<file path="src/rtl/div3_serial.sv">
// div3_serial: bit-serial unsigned divide-by-3 with valid/ready handshakes; define DIV3_QUOTIENT_EN to also build the quotient path
module div3_serial #(
  parameter int WIDTH = 8
) (
  input  logic             clk,
  input  logic             rst,
  input  logic             in_valid,
  output logic             in_ready,
  input  logic [WIDTH-1:0] dat_i,
  output logic             out_valid,
  input  logic             out_ready,
  output logic [1:0]       reminder,
  output logic [WIDTH-1:0] quotient,
  output logic             busy
);
  localparam int CW = $clog2(WIDTH);
  localparam logic [1:0] IDLE = 2'd0;
  localparam logic [1:0] CALC = 2'd1;
  localparam logic [1:0] DONE = 2'd2;
  logic [1:0]       state;
  logic [CW-1:0]    cnt;
  logic [WIDTH-1:0] sh;
  logic [1:0]       r_acc;
  logic [2:0]       t;
  logic             ge;
  logic [1:0]       r_nxt;
  logic             last;
  logic             accept;
  assign in_ready  = state == IDLE;
  assign out_valid = state == DONE;
  assign busy      = state == CALC;
  assign accept    = in_ready && in_valid;
  assign last      = busy && cnt == '0;
  // One restoring step: t = 2r + next dividend bit, t < 6 because r stays in 0..2
  always_comb begin
    t     = {r_acc, sh[WIDTH-1]};
    ge    = t >= 3'd3;
    r_nxt = ge ? 2'(t - 3'd3) : t[1:0];
  end
  // Sequencer, shift register, remainder accumulator and result remainder
  always_ff @(posedge clk or posedge rst) begin
    if (rst) begin
      state    <= IDLE;
      cnt      <= '0;
      sh       <= '0;
      r_acc    <= '0;
      reminder <= '0;
    end else if (accept) begin
      state <= CALC;
      sh    <= dat_i;
      r_acc <= '0;
      cnt   <= CW'(WIDTH - 1);
    end else if (busy) begin
      sh    <= sh << 1;
      r_acc <= r_nxt;
      cnt   <= last ? '0 : cnt - CW'(1);
      if (last) begin
        state    <= DONE;
        reminder <= r_nxt;
      end
    end else if (out_valid && out_ready) begin
      state <= IDLE;
    end
  end
`ifdef DIV3_QUOTIENT_EN
  logic [WIDTH-1:0] q_acc;
  logic [WIDTH-1:0] q_nxt;
  assign q_nxt = {q_acc[WIDTH-2:0], ge};
  // Quotient bits enter at the LSB and move up, so the first (MSB) bit ends at the top
  always_ff @(posedge clk or posedge rst) begin
    if (rst) begin
      q_acc    <= '0;
      quotient <= '0;
    end else if (accept) begin
      q_acc <= '0;
    end else if (busy) begin
      q_acc <= q_nxt;
      if (last) quotient <= q_nxt;
    end
  end
`else
  assign quotient = '0;
`endif
endmodule
</file>
<file path="config.mk">
export PLATFORM = sky130hd
export DESIGN_NAME = div3_serial
export DESIGN_NICKNAME = d
export VERILOG_FILES = /design/src/rtl/div3_serial.sv
export SDC_FILE = /design/constraint.sdc
export NUM_CORES = 1
export LEC_CHECK = 0
export ABC_AREA = 0
export CAP_MARGIN = 40
export CORE_MARGIN = 2
export CORE_UTILIZATION = 45
export CTS_CLUSTER_DIAMETER = 30
export DETAILED_ROUTE_END_ITERATION = 12
export PLACE_DENSITY = 0.83
export SYNTH_ARGS = -nofsm -noshare
export SYNTH_HDL_FRONTEND = slang
export SYNTH_SLANG_ARGS = --single-unit
export TNS_END_PERCENT = 50
</file>
<file path="constraint.sdc">
create_clock -name clk -period 2 [get_ports clk]
set_input_delay 0.4 -clock clk [delete_from_list [all_inputs] [get_ports clk]]
set_output_delay 0.4 -clock clk [all_outputs]
set_load 0.01 [all_outputs]
</file>
---- Word-level counts from Yosys, hierarchy flattened ----
Index checks and enable logic that the tools add are counted.
cells by class
  add/sub/neg operators ................... 2
  $lt $le $gt $ge ......................... 1
  equal/unequal tests ..................... 3
  multiplexer cells ....................... 12
  bitwise operators ....................... 1
  reduce and logical (&&, ||, !) cells .... 9
operator list
  kind                                                 number
  2-to-1 mux 8 bit                                     2
  2-to-1 mux 2 bit                                     7
  2-to-1 mux 3 bit                                     3
  >= comparator 3 x 2 -> 1 bit, second input constant  1
  logical AND 1 bit                                    3
  logical NOT 3 bit                                    1
  != test 3 x 1 -> 1 bit, second input constant        1
  AND reduction 3 bit                                  1
  nonzero test 3 bit                                   1
  subtractor 3 x 1 -> 3 bit, second input constant     1
  == test 2 x 1 -> 1 bit, second input constant        1
  == test 2 bit, second input constant                 1
  logical NOT 2 bit                                    1
  AND reduction 2 bit                                  1
  nonzero test 2 bit                                   1
  subtractor 2 bit, second input constant              1
  NOT 1 bit                                            1
word-level totals
  register bits after elaboration ......... 17
  input port bits ......................... 12

---- Depth between registers and ports, before layout ----
Gate-level depths: netlist of run 1.
  word-level depth ........................ 5
  mapped depth ............................ 6

---- Worst setup path before layout of run 1 ----
No wires, ideal clock.
  path type ............................... flip-flop to flip-flop
  from .................................... reg cnt[0]
  to ...................................... reg reminder[0]
  library setup time ...................... 128 ps
  data arrival time ....................... 1258 ps
  setup slack ............................. 615 ps
  stages on the path, launching flop included .. 6
  clock period less this slack ............ 1385 ps
  cell sequence ........................... dfrtp_1 inv_1 ha_1 ha_1 nand3b_1 mux2_1
on the way
  word-level cells in the longest chain between the ends .. 3
RTL lines
  item                                  RTL line  RTL
  from (decl)                           21        logic [CW-1:0] cnt;
  from (signal assigned)                52        cnt <= CW'(WIDTH - 1);
  from (signal assigned)                56        cnt <= last ? '0 : cnt - CW'(1);
  logical NOT 3 bit                     33        assign last = busy && cnt == '0;
  logical AND 1 bit                     33
  AND reduction 3 bit (no source line)  n/a
  to (signal assigned)                  59        reminder <= r_nxt;
  to (decl)                             12        output logic [1:0] reminder,
No other way between the ends.
A chain may end at the register's enable or synchronous reset.

---- Worst setup path in the final report of run 1 ----
  from .................................... reg state[1]
  to ...................................... out out_valid
on the way
  word-level cells in the longest chain between the ends .. 1
RTL lines
  item                    RTL line  RTL
  from (decl)             20        logic [1:0] state;
  from (signal assigned)  43        state <= IDLE;
  from (signal assigned)  49        state <= CALC;
  from (signal assigned)  58        state <= DONE;
  == test 2 bit           30        assign out_valid = state == DONE;
  to (decl)               10        output logic out_valid,
No other way between the ends.

==> flow_summary.yaml, run 1 <==
global_route:
  grt_use_total: 0.165
  grt_overflow: 0
  grt_pass1_wl_mm: 3.15
  grt_max_degree: 18
  antenna_found_initial: 0
  grt_pass1_vias: 719
worst_setup_path:
  critPathMaxFanout: 11
  crit_chain: "inv_1, nor2_1, clkdlybuf4s50_1"
  cp_slowest_cell: "clkdlybuf4s50_1"
  max_stage_delay_ps: 540
  cp_data_arrival_time_ps: 1480
  worstSetupEndpointType: "primary output"
  path_class: "flop to primary output"
  start_kind: "flop"
  worstPathRequired_ps: 1600
power_and_ir_drop:
  p_int_w: 0.000890
  swShare: 0.383
  switching_power_w: 0.000552
  pwr_density_cell_nw_per_um2: 1270
  p_seq_frac: 0.439
  clockPowerShare: 0.124
  static-leakage-power_nw: 0.528
  combPwrFrac: 0.437
  ir_drop_v: 0.000696
cts:
  cts.repair.resized: 0
  clk_latency_ps: 280
  clkSinkCount: 17
  cts_tree: "done"
  postCtsSetupRepairBufs: 0
  clkTransAtPathRegs_ps: 90
  hold_buffers: 0
  clockRootBuffer: "clkbuf_4"
  cts_inserted_buffers: 3
  max-clock-path-buffers: 2
  htreeDepth: 1
yosys:
  synth.avg_cell_area_sq_um: 9.47
  synth_cells: 99
  ys_seq_elements: 17
  ys_seq_area_frac: 0.454
  yosysWarnings: 0
  ys_types: 23
  syn_area_sq_um: 937
floorplanning:
  start_util: 0.478
  die-area_sq_um: 2460
  die_x_microns: 49.6
  boundaryPins: 25
  row_count: 16
  core-area_sq_um: 1960
  die_y_microns: 49.6
timing:
  period_share: 0.939
  tightest_slew_ps: 647
  slew_viol_final: 0
  hold_viol_final: 0
  setup_viol_count_final: 0
  rsz0062_at_grt: "false"
  fin_setup_tns_ps: 0
  relSlewSlack: 0.568
  fin_skew_ps: 4.79
  fmax_mhz: 532
  min_period_ps: 1880
routing:
  drc: 0
  wire_per_inst_microns: 13.4
  first_pass_iters: 4
  viasPerCell: 5.03
  num_vias: 735
  ant_nets: 0
  wirelength_mm: 1.95
  drt_iter0_drc: 15
placement:
  dpl.hpwl_mm: 1.48
  io_buffers: 16
  placed_area_sq_um: 1110
  gp_congestion: 0.776
status:
  status: "finished clean"
final_layout:
  drive_gt1_frac: 0.101
  n_antenna_cell: 0
  areaGrowthSynthToFinish_pct: 21.6
  final_cell_area_sq_um: 1140
  nets: 135
job:
  max_cap_violations: 0
min_path:
  hold_path_class: "flop to flop"
==> power by group through the flow <==
stage	Clock (W)	Combinational (W)	Sequential, W
3_3_place_gp	0	0.000598	0.000621
6_report	0.000179	0.000630	0.000633
5_1_grt	0.000205	0.000717	0.000653
2_1_floorplan	0	0.000459	0.000580
4_1_cts	0.000183	0.000638	0.000627
3_5_place_dp	0	0.000637	0.000633
==> critical path, delay by kind of cell (launching register included) <==
family | cells | cell delay, ps
DFF | 1 | 490
and+or+nand+nor | 1 | 90
buffers and inverters | 2 | 620
==> cell usage after synthesis <==
library cell | n | area [sq um]
a21oi_1 | 10 | 50.1
a22o_2 | 1 | 10.0
a22oi_1 | 8 | 60.1
and2b_1 | 7 | 52.6
buf_2 | 1 | 5.00
buf_4 | 10 | 75.1
clkbuf_1 | 1 | 3.75
conb_1 | 1 | 3.75
dfrtp_1 | 17 | 425
ha_1 | 3 | 37.5
inv_1 | 6 | 22.5
mux2_1 | 1 | 11.3
mux2i_1 | 1 | 10.0
nand2_1 | 3 | 11.3
nand3b_1 | 1 | 7.51
nor2_1 | 5 | 18.8
nor2b_1 | 2 | 12.5
nor2b_2 | 1 | 8.76
nor3_1 | 1 | 5.00
o21a_1 | 3 | 22.5
o21ai_0 | 14 | 70.1
o21bai_1 | 1 | 7.51
or3_1 | 1 | 6.26
==> cells in the final DEF (no fill, tap or decap), types with 2 or more instances in the layout <==
master	count
nand2_1	3
nor2b_1	2
a21oi_1	10
and2b_1	7
nor2_1	5
dfrtp_1	15
conb_1	8
o21ai_0	14
clkbuf_4	3
dfrtp_2	2
ha_1	3
clkdlybuf4s50_1	16
inv_1	6
a22oi_1	8
buf_4	5
o21a_1	3
==> layout make-up <==
class | instances | area [sq um]
sequential | 17 | 428
clock buffer | 4 | 26.3
timing repair buffer | 21 | 198
tap | 27 | 33.8
inverter | 6 | 22.5
multi-input combinational | 71 | 432
fill | 207 | 822
==> layer usage <==
metal / track usage / part of all wire
met2: 0.302 / 0.53
met3: 0.0273 / 0.033
met4: 0.0417 / 0
met5: 0 / 0
met1: 0.198 / 0.44
==> registers in the layout, indices dropped and copies added (netlist names) <==
name / cells
sh: 8
cnt: 3
r_acc: 2
reminder: 2
state: 2
==> worst paths after layout <==
kind	from	end	slack, ps	cells past startpoint
hold reg to reg	reminder[1]	reminder[1]	480	2
max in group asynchronous	rst	state[1]	1050	2
setup reg to reg	cnt[0]	reminder[0]	490	5
min in group asynchronous	rst	r_acc[0]	490	2
setup / recovery	state[1]	out_valid	120	3
hold / removal	reminder[1]	reminder[1]	480	2
==> cell families after synthesis <==
kind of cell             share of synthesized area
flip-flops                                   0.454
adder cells (fa/ha/maj)                     0.0401
other                                      0.00400
AND/OR/NAND/NOR                              0.131
AO/OA/AOI/OAI                                0.235
buffers and inverters                        0.113
multiplexers                                0.0227
==> metrics by stage <==
step / cells / power [W] / util / setup slack, ps / hold slack, ps
finish: 146 / 0.00144 / 0.581 / 122 / 484
global route: 146 / 0.00157 / 0.581 / 18.3 / 544
CTS: 146 / 0.00145 / 0.580 / 2.71 / 492
detailed placement: 142 / 0.00127 / 0.566 / 257 / 471
global placement: 142 / 0.00122 / 0.566 / 342 / 464
floorplan: 106 / 0.00104 / - / 615 / 326
Note: power is estimated with default switching activity, not from simulation.
==> run 2, diff against run 1 <==
CORE_UTILIZATION = 25   (was 45)
PLACE_DENSITY = 0.55   (was 0.83)
SETUP_SLACK_MARGIN = 0.5   (was unset)
==> run 2 against run 1 <==
Setup slack gained 370 ps; non-clock buffer count grew 3; sequential share of layout area shrank 2.2 points; first-iteration DRC count grew 53%.
==> flow_summary.yaml, run 2 (synthesis results as in run 1) <==
cts:
  cts_inserted_buffers: 3
  clkTransAtPathRegs_ps: 60
  max-clock-path-buffers: 2
  hold_buffers: 0
  clkSinkCount: 17
  clk_latency_ps: 250
  cts_tree: "done"
  clockRootBuffer: "clkbuf_8"
  htreeDepth: 1
floorplanning:
  die-area_sq_um: 4250
  row_count: 22
  boundaryPins: 25
  die_x_microns: 65.2
  die_y_microns: 65.2
  start_util: 0.258
  core-area_sq_um: 3630
worst_setup_path:
  path_class: "flop to primary output"
  worstReg2RegStart: "cnt[0]"
  cp_slowest_cell: "clkdlybuf4s50_1"
  worstPathRequired_ps: 1600
  r2r_end: "reminder[0]"
  critPathMaxFanout: 2
  crit_buf_inv: 1
  crit_chain: "clkdlybuf4s50_1"
  start_kind: "flop"
  regToRegSetupSlack_ps: 550
  cp_data_arrival_time_ps: 1110
  crit_family: "buffers and inverters"
  reg2reg_depth: 5
  worstSetupEndpointType: "primary output"
  max_stage_delay_ps: 530
power_and_ir_drop:
  total_power_w: 0.00151
  pwr_density_cell_nw_per_um2: 1260
  ir_drop_v: 0.000311
  static-leakage-power_nw: 0.582
routing:
  first_pass_iters: 3
  wirelength_mm: 1.95
  viasPerCell: 4.32
  ant_nets: 0
  num_vias: 735
  drc: 0
  drt_iter0_drc: 23
  wire_per_inst_microns: 11.5
timing:
  tightest_slew_ps: 670
  slew_viol_final: 0
  relSlewSlack: 0.553
  fmax_mhz: 662
  hold_viol_final: 0
  rsz0062_at_grt: "true"
  min_period_ps: 1510
  setup_viol_count_final: 0
  fin_setup_tns_ps: 0
  period_share: 0.755
  fin_skew_ps: 3.88
placement:
  io_buffers: 16
  placed_area_sq_um: 1140
  dpl.hpwl_mm: 1.48
  gp_congestion: 0.671
min_path:
  min_from: "reminder[1]"
  holdPathEnd: "reminder[1]"
  hold_path_depth: 2
  hold_path_class: "flop to flop"
final_layout:
  final_cell_area_sq_um: 1210
  areaGrowthSynthToFinish_pct: 28.7
  drive_gt1_frac: 0.131
  seqCellArea_sq_um: 427
  reg.largest.list: "sh: 8 flops, cnt: 3 flops"
  multi_input_area_sq_um: 434
  nets: 138
  fin_util: 0.332
  layout_commonest_cell: "dfrtp_1"
  n_antenna_cell: 0
  most-common-layout-cells: "16 x dfrtp_1, 13 x o21ai_0, 11 x clkdlybuf4s50_1"
  fill_cells: 407
  top_register: "sh"
  largest_reg_flops: 8
global_route:
  antenna_found_initial: 0
  grt_max_degree: 18
  grt_pass1_wl_mm: 3.27
  grt_use_total: 0.100
  grt_pass1_vias: 750
  grt_overflow: 0
job:
  max_cap_violations: 0
status:
  status: "finished clean"
==> run 2: changes by cell type in the layout (fill, tap and decap cells not counted) <==
| cell | delta |
|---|---|
| o21ai_1 | +1 |
| clkbuf_2 | +1 |
| ha_1 | -1 |
| dfrtp_2 | -1 |
| ha_2 | +1 |
| dlymetal6s2s_1 | +2 |
| o21ai_0 | -1 |
| dfrtp_1 | +1 |
| clkbuf_4 | -3 |
| clkdlybuf4s50_1 | -5 |
| clkbuf_8 | +3 |
| dlygate4sd2_1 | +2 |
| buf_4 | +3 |
==> run 2: worst register-to-register path, stage by stage, from the launching register on <==
cell and delay (ps):
dfrtp_1 390, inv_1 70, ha_1 150, ha_2 220, nand3b_1 170, mux2_1 340
==> run 2: repair_timing <==
action	in CTS	in global routing
resized for setup	4	6
setup endpoints to repair	6	14
pin swaps	0	1
gates cloned	0	0
buffers inserted	1	2
==> run 2: power by group <==
group | leakage [nW] | switching (W) | internal (W)
Sequential | 0.210 | 0.000101 | 0.000486
Combinational | 0.350 | 0.000341 | 0.000335
Clock | 0.0228 | 0.000111 | 0.000141
==> run 2: worst max path at each step <==
stage / from / end / slack, ps / depth (start not counted)
finish: reminder[0] / reminder[0] / 490 / 1
global route: reminder[0] / reminder[0] / 440 / 1
CTS: state[1] / out_valid / 380 / 4
detailed placement: in_valid / sh[5] / 280 / 5
global placement: in_valid / sh[1] / 330 / 5
floorplan: cnt[0] / reminder[0] / 610 / 5
==> run 2: cell type report <==
| type | instances | area share |
|---|---|---|
| Multi-Input combinational cell | 71 | 0.360 |
| Clock buffer | 4 | 0.0373 |
| Tap cell | 48 | 0.0498 |
| Timing Repair Buffer | 24 | 0.180 |
| Sequential cell | 17 | 0.354 |
| Inverter | 6 | 0.0187 |
==> run 2: metal layers <==
| metal | vias to the layer above | global-route usage | share of wire |
|---|---|---|---|
| met3 | 2 | 0.0291 | 0.038 |
| li1 | 372 | - | - |
| met4 | 0 | 0.0313 | 0.0046 |
| met2 | 9 | 0.185 | 0.52 |
| met1 | 352 | 0.109 | 0.43 |
| met5 | - | 0 | 0 |
==> run 2: stage by stage <==
stage	worst slack [ps]	hold WS, ps	std cells
after floorplan	615	326	106
after global placement	332	466	163
after detailed placement	277	484	163
after CTS	379	499	168
after global routing	435	527	170
final	490	481	170
